## config.mk

```make
export PLATFORM = sky130hd
export DESIGN_NAME = vending_core_param
export DESIGN_NICKNAME = d
export VERILOG_FILES = /design/src/rtl/vending_core_param.sv
export SDC_FILE = /design/constraint.sdc
export NUM_CORES = 1
export LEC_CHECK = 0
export ABC_AREA = 1
export CORE_MARGIN = 2
export CORE_UTILIZATION = 65
export CTS_CLUSTER_SIZE = 30
export DETAILED_ROUTE_END_ITERATION = 12
export GPL_TIMING_DRIVEN = 0
export PLACE_DENSITY = 0.95
export RECOVER_POWER = 50
export SLEW_MARGIN = 25
export SYNTH_ARGS = -nofsm -noshare
export SYNTH_HDL_FRONTEND = slang
export SYNTH_SLANG_ARGS = --single-unit
```

## constraint.sdc

```tcl
create_clock -name mainClock -period 13.8 [get_ports mainClock]
set_clock_uncertainty 0.1 [all_clocks]
set_input_delay 4.14 -clock mainClock [delete_from_list [all_inputs] [get_ports mainClock]]
set_output_delay 4.14 -clock mainClock [all_outputs]
set_load 0.01 [all_outputs]
```

## src/rtl/vending_core_param.sv

```systemverilog
// Parametrised vending datapath: slot stock/price, credit, cash box and a
// circular purchase log, driven by a three-state IDLE/EXEC/RESP command FSM.
module vending_core_param #(
  parameter int NUM_PRODUCTS  = 8,
  parameter int CODE_W        = 3,
  parameter int COUNT_W       = 4,
  parameter int MONEY_W       = 8,
  parameter int STOCK_MAX     = 15,
  parameter int DEFAULT_PRICE = 5,
  parameter int LOG_DEPTH     = 8
) (
  input  logic                                 mainClock,
  input  logic                                 reset,
  input  logic                                 cmd_valid,
  output logic                                 cmd_ready,
  input  logic [3:0]                           mode,
  input  logic [CODE_W-1:0]                    productCode,
  input  logic [COUNT_W-1:0]                   productCount,
  input  logic [MONEY_W-1:0]                   amount,
  output logic                                 resp_valid,
  output logic [2:0]                           resp_status,
  output logic [MONEY_W-1:0]                   resp_data,
  output logic [MONEY_W-1:0]                   customerMoney,
  output logic [MONEY_W-1:0]                   machineMoney,
  input  logic                                 log_rd_en,
  output logic [CODE_W+COUNT_W+MONEY_W-1:0]    log_entry,
  output logic                                 log_empty,
  output logic [$clog2(LOG_DEPTH):0]           log_count,
  output logic                                 log_overflow
);
  localparam int PTR_W   = $clog2(LOG_DEPTH);
  localparam int ENTRY_W = CODE_W + COUNT_W + MONEY_W;
  localparam int COST_W  = MONEY_W + COUNT_W;

  localparam logic [1:0] S_IDLE = 2'd0;
  localparam logic [1:0] S_EXEC = 2'd1;
  localparam logic [1:0] S_RESP = 2'd2;

  localparam logic [2:0] ST_OK    = 3'd0;
  localparam logic [2:0] ST_STOCK = 3'd1;
  localparam logic [2:0] ST_FUNDS = 3'd2;
  localparam logic [2:0] ST_CODE  = 3'd3;
  localparam logic [2:0] ST_OVF   = 3'd4;
  localparam logic [2:0] ST_MODE  = 3'd5;

  logic [1:0]         r_state;
  logic [3:0]         r_mode;
  logic [CODE_W-1:0]  r_code;
  logic [COUNT_W-1:0] r_count;
  logic [MONEY_W-1:0] r_amount;
  logic [COUNT_W-1:0] r_stock [NUM_PRODUCTS];
  logic [MONEY_W-1:0] r_price [NUM_PRODUCTS];
  logic [MONEY_W-1:0] r_cust;
  logic [MONEY_W-1:0] r_mach;
  logic [2:0]         r_pend_status;
  logic [MONEY_W-1:0] r_pend_data;
  logic               r_resp_valid;
  logic [2:0]         r_resp_status;
  logic [MONEY_W-1:0] r_resp_data;

  logic [ENTRY_W-1:0] r_log_mem [LOG_DEPTH];
  logic [PTR_W-1:0]   r_wr_ptr;
  logic [PTR_W-1:0]   r_rd_ptr;
  logic [PTR_W:0]     r_log_count;
  logic               r_log_ovf;

  logic [COUNT_W-1:0] w_stock;
  logic [MONEY_W-1:0] w_price;
  logic [COST_W-1:0]  w_cost;
  logic [COST_W:0]    w_mach_sum;
  logic [COUNT_W:0]   w_stock_sum;
  logic [MONEY_W:0]   w_credit_sum;
  logic               w_code_bad;
  logic [2:0]         w_status;
  logic [MONEY_W-1:0] w_data;
  logic               w_do_buy, w_do_restock, w_do_withdraw;
  logic               w_do_price, w_do_credit, w_do_refund;
  logic               w_push, w_pop, w_full;
  logic [ENTRY_W-1:0] w_push_entry;

  // Slot read through an explicit mux so codes beyond NUM_PRODUCTS read as 0.
  always_comb begin
    w_stock = '0;
    w_price = '0;
    for (int i = 0; i < NUM_PRODUCTS; i++) begin
      if (r_code == CODE_W'(i)) begin
        w_stock = r_stock[i];
        w_price = r_price[i];
      end
    end
  end

  assign w_cost       = COST_W'(w_price) * COST_W'(r_count);
  assign w_mach_sum   = (COST_W+1)'(r_mach) + (COST_W+1)'(w_cost);
  assign w_stock_sum  = {1'b0, w_stock} + {1'b0, r_count};
  assign w_credit_sum = {1'b0, r_cust} + {1'b0, r_amount};
  assign w_code_bad   = (int'(r_code) >= NUM_PRODUCTS);
  assign w_push_entry = {r_code, r_count, w_cost[MONEY_W-1:0]};

  always_comb begin
    w_status      = ST_OK;
    w_data        = '0;
    w_do_buy      = 1'b0;
    w_do_restock  = 1'b0;
    w_do_withdraw = 1'b0;
    w_do_price    = 1'b0;
    w_do_credit   = 1'b0;
    w_do_refund   = 1'b0;
    if (r_mode > 4'd8) begin
      w_status = ST_MODE;
    end else if ((r_mode == 4'd0 || r_mode == 4'd1 || r_mode == 4'd3 || r_mode == 4'd4) && w_code_bad) begin
      w_status = ST_CODE;
    end else begin
      case (r_mode)
        4'd0: begin
          if (r_count == '0) begin
            w_status = ST_OK;
          end else if (w_stock < r_count) begin
            w_status = ST_STOCK;
          end else if (w_cost > COST_W'(r_cust)) begin
            w_status = ST_FUNDS;
          end else if (w_mach_sum[COST_W:MONEY_W] != '0) begin
            w_status = ST_OVF;
          end else begin
            w_do_buy = 1'b1;
            w_data   = w_cost[MONEY_W-1:0];
          end
        end
        4'd1: begin
          if (w_stock_sum > (COUNT_W+1)'(STOCK_MAX)) begin
            w_status = ST_OVF;
          end else begin
            w_do_restock = 1'b1;
            w_data       = MONEY_W'(w_stock_sum[COUNT_W-1:0]);
          end
        end
        4'd2: begin
          if (r_amount > r_mach) begin
            w_status = ST_FUNDS;
          end else begin
            w_do_withdraw = 1'b1;
            w_data        = r_amount;
          end
        end
        4'd3: w_data = MONEY_W'(w_stock);
        4'd4: begin
          w_do_price = 1'b1;
          w_data     = r_amount;
        end
        4'd5: w_data = r_cust;
        4'd6: w_data = r_mach;
        4'd7: begin
          if (w_credit_sum[MONEY_W]) begin
            w_status = ST_OVF;
          end else begin
            w_do_credit = 1'b1;
            w_data      = w_credit_sum[MONEY_W-1:0];
          end
        end
        4'd8: begin
          w_do_refund = 1'b1;
          w_data      = r_cust;
        end
        default: w_status = ST_MODE;
      endcase
    end
  end

  // Response registers update on the RESP edge so resp_valid rises two edges after acceptance.
  always_ff @(posedge mainClock) begin
    if (reset) begin
      r_state       <= S_IDLE;
      r_mode        <= '0;
      r_code        <= '0;
      r_count       <= '0;
      r_amount      <= '0;
      r_cust        <= '0;
      r_mach        <= '0;
      r_pend_status <= ST_OK;
      r_pend_data   <= '0;
      r_resp_valid  <= 1'b0;
      r_resp_status <= ST_OK;
      r_resp_data   <= '0;
      for (int i = 0; i < NUM_PRODUCTS; i++) begin
        r_stock[i] <= '0;
        r_price[i] <= MONEY_W'(DEFAULT_PRICE);
      end
    end else begin
      r_resp_valid <= 1'b0;
      case (r_state)
        S_IDLE: begin
          if (cmd_valid) begin
            r_mode   <= mode;
            r_code   <= productCode;
            r_count  <= productCount;
            r_amount <= amount;
            r_state  <= S_EXEC;
          end
        end
        S_EXEC: begin
          r_pend_status <= w_status;
          r_pend_data   <= w_data;
          for (int i = 0; i < NUM_PRODUCTS; i++) begin
            if (r_code == CODE_W'(i)) begin
              if (w_do_buy)     r_stock[i] <= w_stock - r_count;
              if (w_do_restock) r_stock[i] <= w_stock_sum[COUNT_W-1:0];
              if (w_do_price)   r_price[i] <= r_amount;
            end
          end
          if (w_do_buy)      r_cust <= r_cust - w_cost[MONEY_W-1:0];
          if (w_do_credit)   r_cust <= w_credit_sum[MONEY_W-1:0];
          if (w_do_refund)   r_cust <= '0;
          if (w_do_buy)      r_mach <= w_mach_sum[MONEY_W-1:0];
          if (w_do_withdraw) r_mach <= r_mach - r_amount;
          r_state <= S_RESP;
        end
        S_RESP: begin
          r_resp_valid  <= 1'b1;
          r_resp_status <= r_pend_status;
          r_resp_data   <= r_pend_data;
          r_state       <= S_IDLE;
        end
        default: r_state <= S_IDLE;
      endcase
    end
  end

  assign w_push = (r_state == S_EXEC) && w_do_buy;
  assign w_pop  = log_rd_en && (r_log_count != '0);
  assign w_full = (r_log_count == (PTR_W+1)'(LOG_DEPTH));

  always_ff @(posedge mainClock) begin
    if (w_push) r_log_mem[r_wr_ptr] <= w_push_entry;
  end

  // A push into a full log drops the oldest entry; only a push without a pop flags overflow.
  always_ff @(posedge mainClock) begin
    if (reset) begin
      r_wr_ptr    <= '0;
      r_rd_ptr    <= '0;
      r_log_count <= '0;
      r_log_ovf   <= 1'b0;
    end else begin
      if (w_push) r_wr_ptr <= r_wr_ptr + PTR_W'(1);
      if (w_push && w_pop) begin
        r_rd_ptr <= r_rd_ptr + PTR_W'(1);
      end else if (w_push) begin
        if (w_full) begin
          r_rd_ptr  <= r_rd_ptr + PTR_W'(1);
          r_log_ovf <= 1'b1;
        end else begin
          r_log_count <= r_log_count + 1'b1;
        end
      end else if (w_pop) begin
        r_rd_ptr    <= r_rd_ptr + PTR_W'(1);
        r_log_count <= r_log_count - 1'b1;
      end
    end
  end

  assign cmd_ready     = (r_state == S_IDLE);
  assign resp_valid    = r_resp_valid;
  assign resp_status   = r_resp_status;
  assign resp_data     = r_resp_data;
  assign customerMoney = r_cust;
  assign machineMoney  = r_mach;
  assign log_entry     = r_log_mem[r_rd_ptr];
  assign log_empty     = (r_log_count == '0);
  assign log_count     = r_log_count;
  assign log_overflow  = r_log_ovf;
endmodule
```

==> results.cfg <==
[status]
outcome = complete, but fails checks
violations = capacitance limit, slew limit

[floorplanning]
start_util = 0.656
die_h_um = 157
coreArea_um2 = 23300
dieArea_um2 = 24700
die_w_um = 157
ioPinCount = 73
rows = 56

[clock_network]
htree_levels = 1
hold_buffers = 0
clkSlewWorstSetupHoldPaths_ps = 60
clockRootBuffer = clkbuf_16
clock_latency_ps = 570
cts_made_buffers = 29
cts.sinks = 290
cts_resized = 0
cts.path.max_buffers = 3
cts_tree = built
cts_setup_buffers = 0

[setup_path]
critical_path.top_delay_family = simple AND/OR/NAND/NOR gates
end_kind = flip-flop
slowest_delay_ps = 1090
crit_required_ps = 13940
critPathKind = flip-flop to flip-flop
cp.arrival_ps = 9140
cp_max_fo = 12
crit_slowest_cell = xnor2_1
crit_buf_inv = 8
start_kind = flip-flop

[grt]
grt_pass1_wl_um = 69300
overflow = 0
track_usage = 0.366
antenna_found_initial = 0
grt_pass1_vias = 13200
grt_start_max_net_pins = 16

[route]
ant_nets = 0
wl_um = 45600
vias_per_cell = 6.36
wl_met3_um = 5630
maxUsedRoutingLayer = met4
drtIter0Drc = 1888
via_count = 13600
wl_met2_um = 21700
wl_per_cell_um = 21.2
route.layer.met1.wl_um = 15500
drtPass1Iterations = 8
remaining_drc_errors = 0

[power]
seqPwrFrac = 0.392
switchingPower_mw = 0.915
peakVddDrop_uv = 86.6
p_per_area_nw_per_um2 = 150
power.internal_mw = 1.70
comb_power_share = 0.305
power_mw = 2.62
p_leak_nw = 7.03
power_switching_share = 0.350
clock_power_share = 0.303

[logic_synthesis]
syn_inst = 1694
yosys.area_share.adder = 0.0806
syn-num-nets = 1804
syn_area_um2 = 15300
yosysWarnings = 0
synth.avg_cell_area_um2 = 9.01
yosys.area_share.simple = 0.183
synthMuxAreaShare = 0
synthDistinctLibCells = 48
synth_compound_area_frac = 0.137
synth_top_family_by_area = simple AND/OR/NAND/NOR gates
yosysSeqAreaShare = 0.522
synth-xor-area-share = 0.0143
ys_seq_elements = 290

[sta]
finalMaxSlewViolations = 12
fmax_mhz = 111
post-route-period-util = 0.652
setup_ws_ps = 4810
setup_viol = 0
hold_viol = 0
slew_headroom = -0.0685
period_needed_ps = 8990
finalSetupTns_ps = 0
rsz0062_at_grt = false
tightest_slew_ps = 1590

[hold_path]
hold_class = flip-flop to flip-flop

[place]
dp_cells = 2093
gp_congestion = 1.02
dp_hpwl_um = 32600
port_buffers = 72
dpl_worst_slack_ps = 5180

[finish]
n_fill_cell = 1527
postLayoutCoreUtil = 0.750
syn2layout_area_growth_pct = 14.2
fin_cells = 2147
fin_nets = 1915
drive_gt1_frac = 0.0689
diodes = 0

[run]
maxCapViolCount = 1
-- synthesized netlist by cell type (all sizes together) --
master   number  area, um2
o32ai         1       8.76
buf          10       51.3
o22ai        34        213
a31oi        23        144
a21o          3       22.5
a21oi       108        548
nor2        284       1100
o311ai        1       8.76
xnor2         6       52.6
fa           19        380
a221oi        1       8.76
nor3         25        135
o21bai        1       7.51
or2          11       68.8
o211ai       10       75.1
inv         197        739
and2          1       6.26
ha           68        851
a211oi       20        150
o21ai       169        853
o21a          1       7.51
edfxtp      216       6490
nor4          2       12.5
nand3b        1       7.51
a41oi         1       8.76
o2111ai       1       8.76
clkbuf       47        176
nand2       255        995
a211o         1       8.76
nand3        70        393
o31ai         2       15.0
xor2         19        166
dfxtp        74       1480
nand4        12       81.3
-- power groups by stage --
| stage | Sequential, mW | Combinational, mW | Clock (mW) |
|---|---|---|---|
| 3_5_place_dp | 1.04 | 0.765 | 0 |
| 5_1_grt | 1.03 | 0.864 | 0.816 |
| 3_3_place_gp | 1.04 | 0.728 | 0 |
| 2_1_floorplan | 1.03 | 0.490 | 0 |
| 4_1_cts | 1.02 | 0.780 | 0.781 |
| 6_report | 1.02 | 0.798 | 0.793 |
-- kinds of logic (layout without fill, tap and decap cells) --
kind of cell	count (synthesis)	in the layout
adder cells (fa/ha/maj)	87	87
AO/OA/AOI/OAI	377	377
AND/OR/NAND/NOR	661	661
flip-flops	290	290
XOR/XNOR	25	25
buffers and inverters	254	388
-- final cells by class --
cell class / count / area, um2 / share of cell area
Buffer: 57 / 228 / 0.0131
Clock inverter: 19 / 176 / 0.0101
Multi-Input combinational cell: 1150 / 6370 / 0.365
Clock buffer: 35 / 778 / 0.0446
Inverter: 197 / 739 / 0.0424
Tap cell: 319 / 399 / 0.0229
Sequential cell: 290 / 7970 / 0.457
Timing Repair Buffer: 80 / 781 / 0.0448
-- per-layer routing --
layer / track usage / vias up
li1: - / 6004
met1: 0.438 / 6248
met2: 0.624 / 1145
met3: 0.0776 / 248
met4: 0.193 / 0
met5: 0 / -
-- stage by stage --
| stage | hold WS [ps] | instance area [um2] |
|---|---|---|
| after floorplan | 329 | 15300 |
| after global placement | 349 | 16400 |
| after detailed placement | 355 | 16500 |
| after CTS | 370 | 17500 |
| after global routing | 392 | 17400 |
| final | 373 | 17400 |
-- worst paths after layout --
| path | from | endpoint | slack [ps] | cells past startpoint |
|---|---|---|---|---|
| worst min-delay path | log_overflow | log_overflow | 370 | 1 |
| worst max register to register | r_code[2] | r_log_mem[4][6] | 4810 | 28 |
| worst min register to register | log_overflow | log_overflow | 370 | 1 |
| worst max-delay path | r_code[2] | r_log_mem[4][6] | 4810 | 28 |
-- registers in the layout (all words and copies together), names as in the netlist, 4 cells and up, named ones only --
register and count:
r_stock 32, r_amount 8, customerMoney 8, r_pend_data 8, resp_data 8, machineMoney 8
log_count 4, r_mode 4, r_count 4, r_price 64, r_log_mem 120
-- cell usage in the layout, fill, tap and decap left out, types with 3 or more instances in the layout --
| cell | Yosys | layout |
|---|---|---|
| nor2_1 | 278 | 278 |
| nand2_1 | 244 | 245 |
| edfxtp_1 | 216 | 216 |
| inv_1 | 179 | 183 |
| o21ai_0 | 150 | 149 |
| a21oi_1 | 106 | 106 |
| dfxtp_1 | 74 | 74 |
| ha_1 | 68 | 68 |
| nand3_1 | 63 | 64 |
| clkbuf_1 | 47 | 51 |
| clkdlybuf4s50_1 | 0 | 37 |
| dlygate4sd3_1 | 0 | 35 |
| o22ai_1 | 34 | 34 |
| clkbuf_16 | 0 | 29 |
| a31oi_1 | 23 | 23 |
| a211oi_1 | 20 | 20 |
| xor2_1 | 19 | 19 |
| fa_1 | 19 | 19 |
| o21ai_1 | 17 | 18 |
| nor3_1 | 23 | 15 |
| inv_2 | 18 | 14 |
| nand4_1 | 11 | 11 |
| nor3_2 | 2 | 10 |
| buf_4 | 2 | 10 |
| o211ai_1 | 10 | 10 |
| or2_2 | 11 | 9 |
| nand2_2 | 9 | 8 |
| clkinv_2 | 0 | 7 |
| xnor2_1 | 6 | 6 |
| buf_2 | 5 | 5 |
| nand3_2 | 6 | 5 |
| clkinvlp_4 | 0 | 5 |
| a21o_1 | 3 | 3 |
| nor2_4 | 3 | 3 |
| nor2_2 | 3 | 3 |
| clkinv_4 | 0 | 3 |
| clkbuf_8 | 0 | 3 |
No activity file was read; power rests on OpenSTA's default activity.
